--- config.mk ---
export PLATFORM = sky130hd
export DESIGN_NAME = mem_arbiter_flat
export DESIGN_NICKNAME = d
export VERILOG_FILES = /design/src/rtl/mem_arbiter_if.sv /design/src/rtl/mem_arbiter.sv /design/src/flat_wrapper.sv
export SDC_FILE = /design/constraint.sdc
export NUM_CORES = 1
export LEC_CHECK = 0
export ABC_AREA = 1
export BUFFER_PORTS_ARGS = -buffer_cell sky130_fd_sc_hd__buf_2
export CAP_MARGIN = 25
export CORE_ASPECT_RATIO = 1.25
export CORE_MARGIN = 4
export CORE_UTILIZATION = 35
export DETAILED_ROUTE_END_ITERATION = 6
export GPL_TIMING_DRIVEN = 0
export PLACE_DENSITY = 0.66
export SLEW_MARGIN = 0
export SYNTH_ARGS = -nofsm -noshare
export SYNTH_HDL_FRONTEND = slang
export SYNTH_SLANG_ARGS = --single-unit
--- constraint.sdc ---
create_clock -name clk_i -period 4.5 [get_ports clk_i]
set_clock_uncertainty 0.05 [all_clocks]
set_input_delay 0.9 -clock clk_i [delete_from_list [all_inputs] [get_ports clk_i]]
set_output_delay 0.9 -clock clk_i [all_outputs]
set_load 0.02 [all_outputs]
--- src/rtl/mem_arbiter_if.sv ---
// Bundle of requester and memory-port signals for mem_arbiter.
// Handshake: a requester raises *Req_i with its fields stable and holds them until the
// matching *Valid_o pulse; MemReq_o is held with stable fields until a one-cycle MemAck_i.
interface mem_arbiter_if;
  logic        IReq_i;
  logic [31:0] IAddr_i;
  logic [31:0] IRdata_o;
  logic        IValid_o;
  logic        IStall_o;
  logic        DReq_i;
  logic        DWe_i;
  logic [31:0] DAddr_i;
  logic [7:0]  DWdata_i;
  logic [31:0] DRdata_o;
  logic        DValid_o;
  logic        DStall_o;
  logic        MemReq_o;
  logic        MemWe_o;
  logic [31:0] MemAddr_o;
  logic [31:0] MemWdata_o;
  logic [3:0]  MemByteEn_o;
  logic [31:0] MemRdata_i;
  logic        MemAck_i;

  modport master (
    input  IReq_i, IAddr_i, DReq_i, DWe_i, DAddr_i, DWdata_i, MemRdata_i, MemAck_i,
    output IRdata_o, IValid_o, IStall_o, DRdata_o, DValid_o, DStall_o,
           MemReq_o, MemWe_o, MemAddr_o, MemWdata_o, MemByteEn_o
  );

  modport slave (
    output IReq_i, IAddr_i, DReq_i, DWe_i, DAddr_i, DWdata_i, MemRdata_i, MemAck_i,
    input  IRdata_o, IValid_o, IStall_o, DRdata_o, DValid_o, DStall_o,
           MemReq_o, MemWe_o, MemAddr_o, MemWdata_o, MemByteEn_o
  );
endinterface

--- src/rtl/mem_arbiter.sv ---
// Fetch/data arbiter for a single-ported memory: data wins contention unless fetch has
// lost STARVE_LIMIT contended arbitrations in a row. One access in flight at a time.
module mem_arbiter #(
  parameter int STARVE_LIMIT = 4
) (
  input  logic         clk_i,
  input  logic         rst_n_i,
  mem_arbiter_if.master bus,
  output logic [1:0]   dbg_state  // 0 IDLE, 1 IBUSY, 2 DBUSY, 3 RESP
);
  typedef enum logic [1:0] {
    IDLE  = 2'd0,
    IBUSY = 2'd1,
    DBUSY = 2'd2,
    RESP  = 2'd3
  } state_t;

  localparam logic [3:0] LIMIT = 4'(STARVE_LIMIT);

  state_t     state;
  logic [3:0] starve_cnt;
  logic [1:0] d_lane;
  logic       fetch_wins;

  assign fetch_wins    = bus.IReq_i && (!bus.DReq_i || starve_cnt == LIMIT);
  assign bus.IStall_o  = bus.IReq_i & ~bus.IValid_o;
  assign bus.DStall_o  = bus.DReq_i & ~bus.DValid_o;
  assign dbg_state     = state;

  always_ff @(posedge clk_i or negedge rst_n_i) begin
    if (!rst_n_i) begin
      state           <= IDLE;
      starve_cnt      <= '0;
      d_lane          <= '0;
      bus.MemReq_o    <= 1'b0;
      bus.MemWe_o     <= 1'b0;
      bus.MemAddr_o   <= '0;
      bus.MemWdata_o  <= '0;
      bus.MemByteEn_o <= '0;
      bus.IRdata_o    <= '0;
      bus.DRdata_o    <= '0;
      bus.IValid_o    <= 1'b0;
      bus.DValid_o    <= 1'b0;
    end else begin
      bus.IValid_o <= 1'b0;
      bus.DValid_o <= 1'b0;
      unique case (state)
        IDLE: begin
          if (fetch_wins) begin
            state           <= IBUSY;
            starve_cnt      <= '0;
            bus.MemReq_o    <= 1'b1;
            bus.MemWe_o     <= 1'b0;
            bus.MemAddr_o   <= {bus.IAddr_i[31:2], 2'b00};
            bus.MemByteEn_o <= 4'hF;
          end else if (bus.DReq_i) begin
            state           <= DBUSY;
            // Fetch lost a contended round; it cannot be at LIMIT here or it would have won.
            if (bus.IReq_i) starve_cnt <= starve_cnt + 4'd1;
            d_lane          <= bus.DAddr_i[1:0];
            bus.MemReq_o    <= 1'b1;
            bus.MemWe_o     <= bus.DWe_i;
            bus.MemAddr_o   <= {bus.DAddr_i[31:2], 2'b00};
            bus.MemWdata_o  <= {4{bus.DWdata_i}};
            bus.MemByteEn_o <= bus.DWe_i ? (4'b0001 << bus.DAddr_i[1:0]) : 4'hF;
          end
        end
        IBUSY: begin
          if (bus.MemAck_i) begin
            state        <= RESP;
            bus.MemReq_o <= 1'b0;
            bus.IRdata_o <= bus.MemRdata_i;
            bus.IValid_o <= 1'b1;
          end
        end
        DBUSY: begin
          if (bus.MemAck_i) begin
            state        <= RESP;
            bus.MemReq_o <= 1'b0;
            if (!bus.MemWe_o) bus.DRdata_o <= {24'b0, bus.MemRdata_i[{d_lane, 3'b000} +: 8]};
            bus.DValid_o <= 1'b1;
          end
        end
        RESP: state <= IDLE;
        default: state <= IDLE;
      endcase
    end
  end
endmodule

--- src/flat_wrapper.sv ---
// flat-port wrapper written by rule: the top's interface ports become plain ports
module mem_arbiter_flat 
#(
  parameter int STARVE_LIMIT = 4
)
  (clk_i, rst_n_i, dbg_state, bus_IReq_i, bus_IAddr_i, bus_DReq_i, bus_DWe_i, bus_DAddr_i, bus_DWdata_i, bus_MemRdata_i, bus_MemAck_i, bus_IRdata_o, bus_IValid_o, bus_IStall_o, bus_DRdata_o, bus_DValid_o, bus_DStall_o, bus_MemReq_o, bus_MemWe_o, bus_MemAddr_o, bus_MemWdata_o, bus_MemByteEn_o);
  mem_arbiter_if bus_i ();
  input  logic clk_i;
  input  logic rst_n_i;
  output logic [1:0] dbg_state;
  input wire logic [$bits(bus_i.IReq_i)-1:0] bus_IReq_i;
  input wire logic [$bits(bus_i.IAddr_i)-1:0] bus_IAddr_i;
  input wire logic [$bits(bus_i.DReq_i)-1:0] bus_DReq_i;
  input wire logic [$bits(bus_i.DWe_i)-1:0] bus_DWe_i;
  input wire logic [$bits(bus_i.DAddr_i)-1:0] bus_DAddr_i;
  input wire logic [$bits(bus_i.DWdata_i)-1:0] bus_DWdata_i;
  input wire logic [$bits(bus_i.MemRdata_i)-1:0] bus_MemRdata_i;
  input wire logic [$bits(bus_i.MemAck_i)-1:0] bus_MemAck_i;
  output wire logic [$bits(bus_i.IRdata_o)-1:0] bus_IRdata_o;
  output wire logic [$bits(bus_i.IValid_o)-1:0] bus_IValid_o;
  output wire logic [$bits(bus_i.IStall_o)-1:0] bus_IStall_o;
  output wire logic [$bits(bus_i.DRdata_o)-1:0] bus_DRdata_o;
  output wire logic [$bits(bus_i.DValid_o)-1:0] bus_DValid_o;
  output wire logic [$bits(bus_i.DStall_o)-1:0] bus_DStall_o;
  output wire logic [$bits(bus_i.MemReq_o)-1:0] bus_MemReq_o;
  output wire logic [$bits(bus_i.MemWe_o)-1:0] bus_MemWe_o;
  output wire logic [$bits(bus_i.MemAddr_o)-1:0] bus_MemAddr_o;
  output wire logic [$bits(bus_i.MemWdata_o)-1:0] bus_MemWdata_o;
  output wire logic [$bits(bus_i.MemByteEn_o)-1:0] bus_MemByteEn_o;
  assign bus_i.IReq_i = bus_IReq_i;
  assign bus_i.IAddr_i = bus_IAddr_i;
  assign bus_i.DReq_i = bus_DReq_i;
  assign bus_i.DWe_i = bus_DWe_i;
  assign bus_i.DAddr_i = bus_DAddr_i;
  assign bus_i.DWdata_i = bus_DWdata_i;
  assign bus_i.MemRdata_i = bus_MemRdata_i;
  assign bus_i.MemAck_i = bus_MemAck_i;
  assign bus_IRdata_o = bus_i.IRdata_o;
  assign bus_IValid_o = bus_i.IValid_o;
  assign bus_IStall_o = bus_i.IStall_o;
  assign bus_DRdata_o = bus_i.DRdata_o;
  assign bus_DValid_o = bus_i.DValid_o;
  assign bus_DStall_o = bus_i.DStall_o;
  assign bus_MemReq_o = bus_i.MemReq_o;
  assign bus_MemWe_o = bus_i.MemWe_o;
  assign bus_MemAddr_o = bus_i.MemAddr_o;
  assign bus_MemWdata_o = bus_i.MemWdata_o;
  assign bus_MemByteEn_o = bus_i.MemByteEn_o;
  mem_arbiter #(.STARVE_LIMIT(STARVE_LIMIT)) u_core (.clk_i(clk_i), .rst_n_i(rst_n_i), .bus(bus_i), .dbg_state(dbg_state));
endmodule
==> metrics.yaml <==
finish:
  final_cell_area_sq_mm: 0.006730
  drive_gt1_share_pct: 34.20
  multi_input_comb_area_sq_mm: 0.001833
  n_antenna_cell: 0
  area_growth_pct: 35.01
  seq_area_sq_mm: 0.002352
  most-common-layout-cells: "nand2_1 (248), buf_2 (237), dfrtp_1 (94)"
  final_common_cell: "nand2_1"
  fillers: 1461
  nets: 1036
floorplanning:
  rows: 48
  core_area_sq_mm: 0.01387
  start_util_pct: 35.93
  fp.dieW_microns: 114.7
  die-area_sq_mm: 0.01623
  io_pins: 250
  chipHeight_microns: 141.4
synth:
  netlist_area_sq_mm: 0.004985
  ys_seq_elements: 94
  netlist_instances: 662
  yosysTopAreaCellShare_pct: 47.19
  yosysTopAreaCell: "dfrtp_1"
  seq_area_frac_synth_pct: 47.19
  synth.area.top_cells: "dfrtp_1 (47%), nand2_1 (19%), buf_4 (7.7%), nand3_1 (7.4%), inv_1 (6.8%)"
  ys_types: 21
  avgSynthCellArea_sq_um: 7.530
  ys_warn_count: 0
timing:
  setup_viol: 0
  clock.fmax_ghz: 0.4125
  max_slew_margin_pct: 62.85
  setup_ws_ns: 2.076
  fin_crit_ns: 2.424
  hold_viol: 0
  fin_crit_sh_pct: 53.87
  tns_ns: 0
  rsz0062_at_grt: "false"
  tightest_slew_ns: 0.5572
  maxSlewViolCount: 0
power:
  combPwrFrac_pct: 51.4
  vdd_drop_max_uv: 305.7
  switchingPower_mw: 2.116
  p_sw_share_pct: 45.46
  power_density_mw_per_mm2: 691.7
  sequentialPowerShare_pct: 32.1
  intPower_mw: 2.539
  p_leak_nw: 4.178
  clockPowerShare_pct: 16.4
worst_setup_path:
  reg2regPathDepth: 7
  r2r-start: "u_core.dbg_state[1]"
  r2r_slack_ns: 2.75
  worst_ep_arrival_time_ns: 1.47
  critPathLaunchType: "primary input"
  startpoint: "bus_IReq_i"
  crit_path_max_fanout: 7
  timing.rr.end: "u_core.bus.IRdata_o[7]"
  crit_path_end: "bus_IStall_o"
  worst-setup-path-type: "in2out"
  endpoint_kind: "output pin"
  worst_ep_required_time_ns: 3.55
route:
  drtIter0Drc: 248
  antenna_left: 0
  wl_per_cell_microns: 13.59
  drt-total-wl_mm: 14.93
  drc_errors: 0
  via_count: 4765
  avgViaCountPerCell: 4.336
  dr.pass1.iters: 4
global_routing:
  overflow: 0
  antenna_found_initial: 0
  grt_max_degree: 56
  grt_pass1_wl_mm: 23.76
  grt_pass1_vias: 4730
  grt_use_total_pct: 18.35
clocking:
  numClockSinks: 94
  clk_latency_ns: 0.33
  cts.htree.levels: 3
  postCtsHoldBufs: 0
  clk_pin_slew_ns: 0.07
  cts_tree: "built"
  cts-resized-gates: 0
  cts-root-buf: "clkbuf_16"
  post_cts_buffers: 0
  cts_buffers: 9
  cts_buffer_depth: 2
outcome:
  status: "finished, final reports clean"
placement:
  place_area_sq_mm: 0.006429
  place_ws_ns: 2.041
  dp_hpwl_mm: 12.01
  routabilityCongestion: 0.8130
  port_buffers: 220
worst_hold_path:
  hold_class: "reg2reg"
run:
  cap_violations: 0
synth_stat cells:
cell type and instances:
nor2_1 7, clkbuf_1 7, inv_2 2, nand2_2 4, o21ai_0 27, xor2_1 1, ha_1 7, buf_4 51
buf_2 18, nor2_2 1, o211ai_1 8, inv_1 90, conb_1 1, nand2_1 248, nand3_1 74, a21oi_1 13
nor3_1 1, buf_6 4, dfrtp_1 94, clkinv_1 1, o21ai_1 3
kinds of logic (layout without fill, tap and decap cells):
logic type	Yosys count	count (layout)	share of synthesized area, %
simple gates	335	335	27.36
buf+inv	173	410	17.92
flops	94	94	47.19
compound gates	51	51	5.522
fa+ha+maj	7	7	1.757
other cells	1	26	0.07523
xor+xnor	1	1	0.1757
metal layers:
metal  share of wire (%)  vias up  GRT usage, %  routed length [microns]
met2                  50      204         32.93                     7465
met1                  39     2089         21.41                     5793
met5                   0        -             0                        0
met3                 9.6       15         4.949                     1440
li1                    -     2457             -                        -
met4                 1.6        0         4.944                      233
state kept, by name, summed over array words and instances, names as in the netlist, 2 cells and up:
register	count
u_core.bus.IRdata_o	32
u_core.bus.MemAddr_o	30
u_core.bus.MemWdata_o	8
u_core.starve_cnt	4
u_core.bus.MemByteEn_o	4
u_core.d_lane	2
u_core.bus.DRdata_o	8
u_core.dbg_state	2
power groups by stage:
stage               Clock, mW  Combinational (mW)  Sequential, mW
floorplan                   0                1.13            1.94
global placement            0                2.39            1.50
detailed placement          0                2.43            1.50
CTS                     0.789                2.43            1.50
global route            0.832                2.65            1.55
finish                  0.765                2.39            1.50
metrics by stage:
stage | hold WS, ns | util [%] | power (mW) | instances
global placement | 0.4088 | 46.12 | 3.886 | 1082
finish | 0.4270 | 48.51 | 4.655 | 1099
CTS | 0.4291 | 48.51 | 4.716 | 1099
detailed placement | 0.4107 | 46.34 | 3.932 | 1083
floorplan | 0.4535 | - | 3.070 | 687
global route | 0.4465 | 48.51 | 5.030 | 1099
critical path: stages:
cell    delay [ns]
buf_2         0.19
inv_1         0.08
nor2_1        0.12
buf_2         0.19
layout make-up:
type / instances / share of cell area [%]
tap: 175 / 3.253
multi-input combinational: 420 / 27.24
timing repair buffer: 221 / 16.81
sequential: 94 / 34.95
inverter: 93 / 5.187
clock buffer: 11 / 3.607
clock inverter: 5 / 0.8738
buffer: 80 / 8.087
worst min path at each step:
stage / startpoint / end / slack, ns / cells after the start
after floorplan: u_core.starve_cnt[3] / u_core.starve_cnt[3] / 0.45 / 3
after global placement: u_core.bus.IRdata_o[21] / u_core.bus.IRdata_o[21] / 0.41 / 2
after detailed placement: u_core.bus.MemByteEn_o[1] / u_core.bus.MemByteEn_o[1] / 0.41 / 2
after CTS: u_core.bus.MemAddr_o[29] / u_core.bus.MemAddr_o[29] / 0.43 / 2
after global routing: u_core.bus.IRdata_o[25] / u_core.bus.IRdata_o[25] / 0.45 / 2
final: u_core.bus.MemAddr_o[5] / u_core.bus.MemAddr_o[5] / 0.43 / 2
Note: power is estimated with default switching activity, not from simulation.
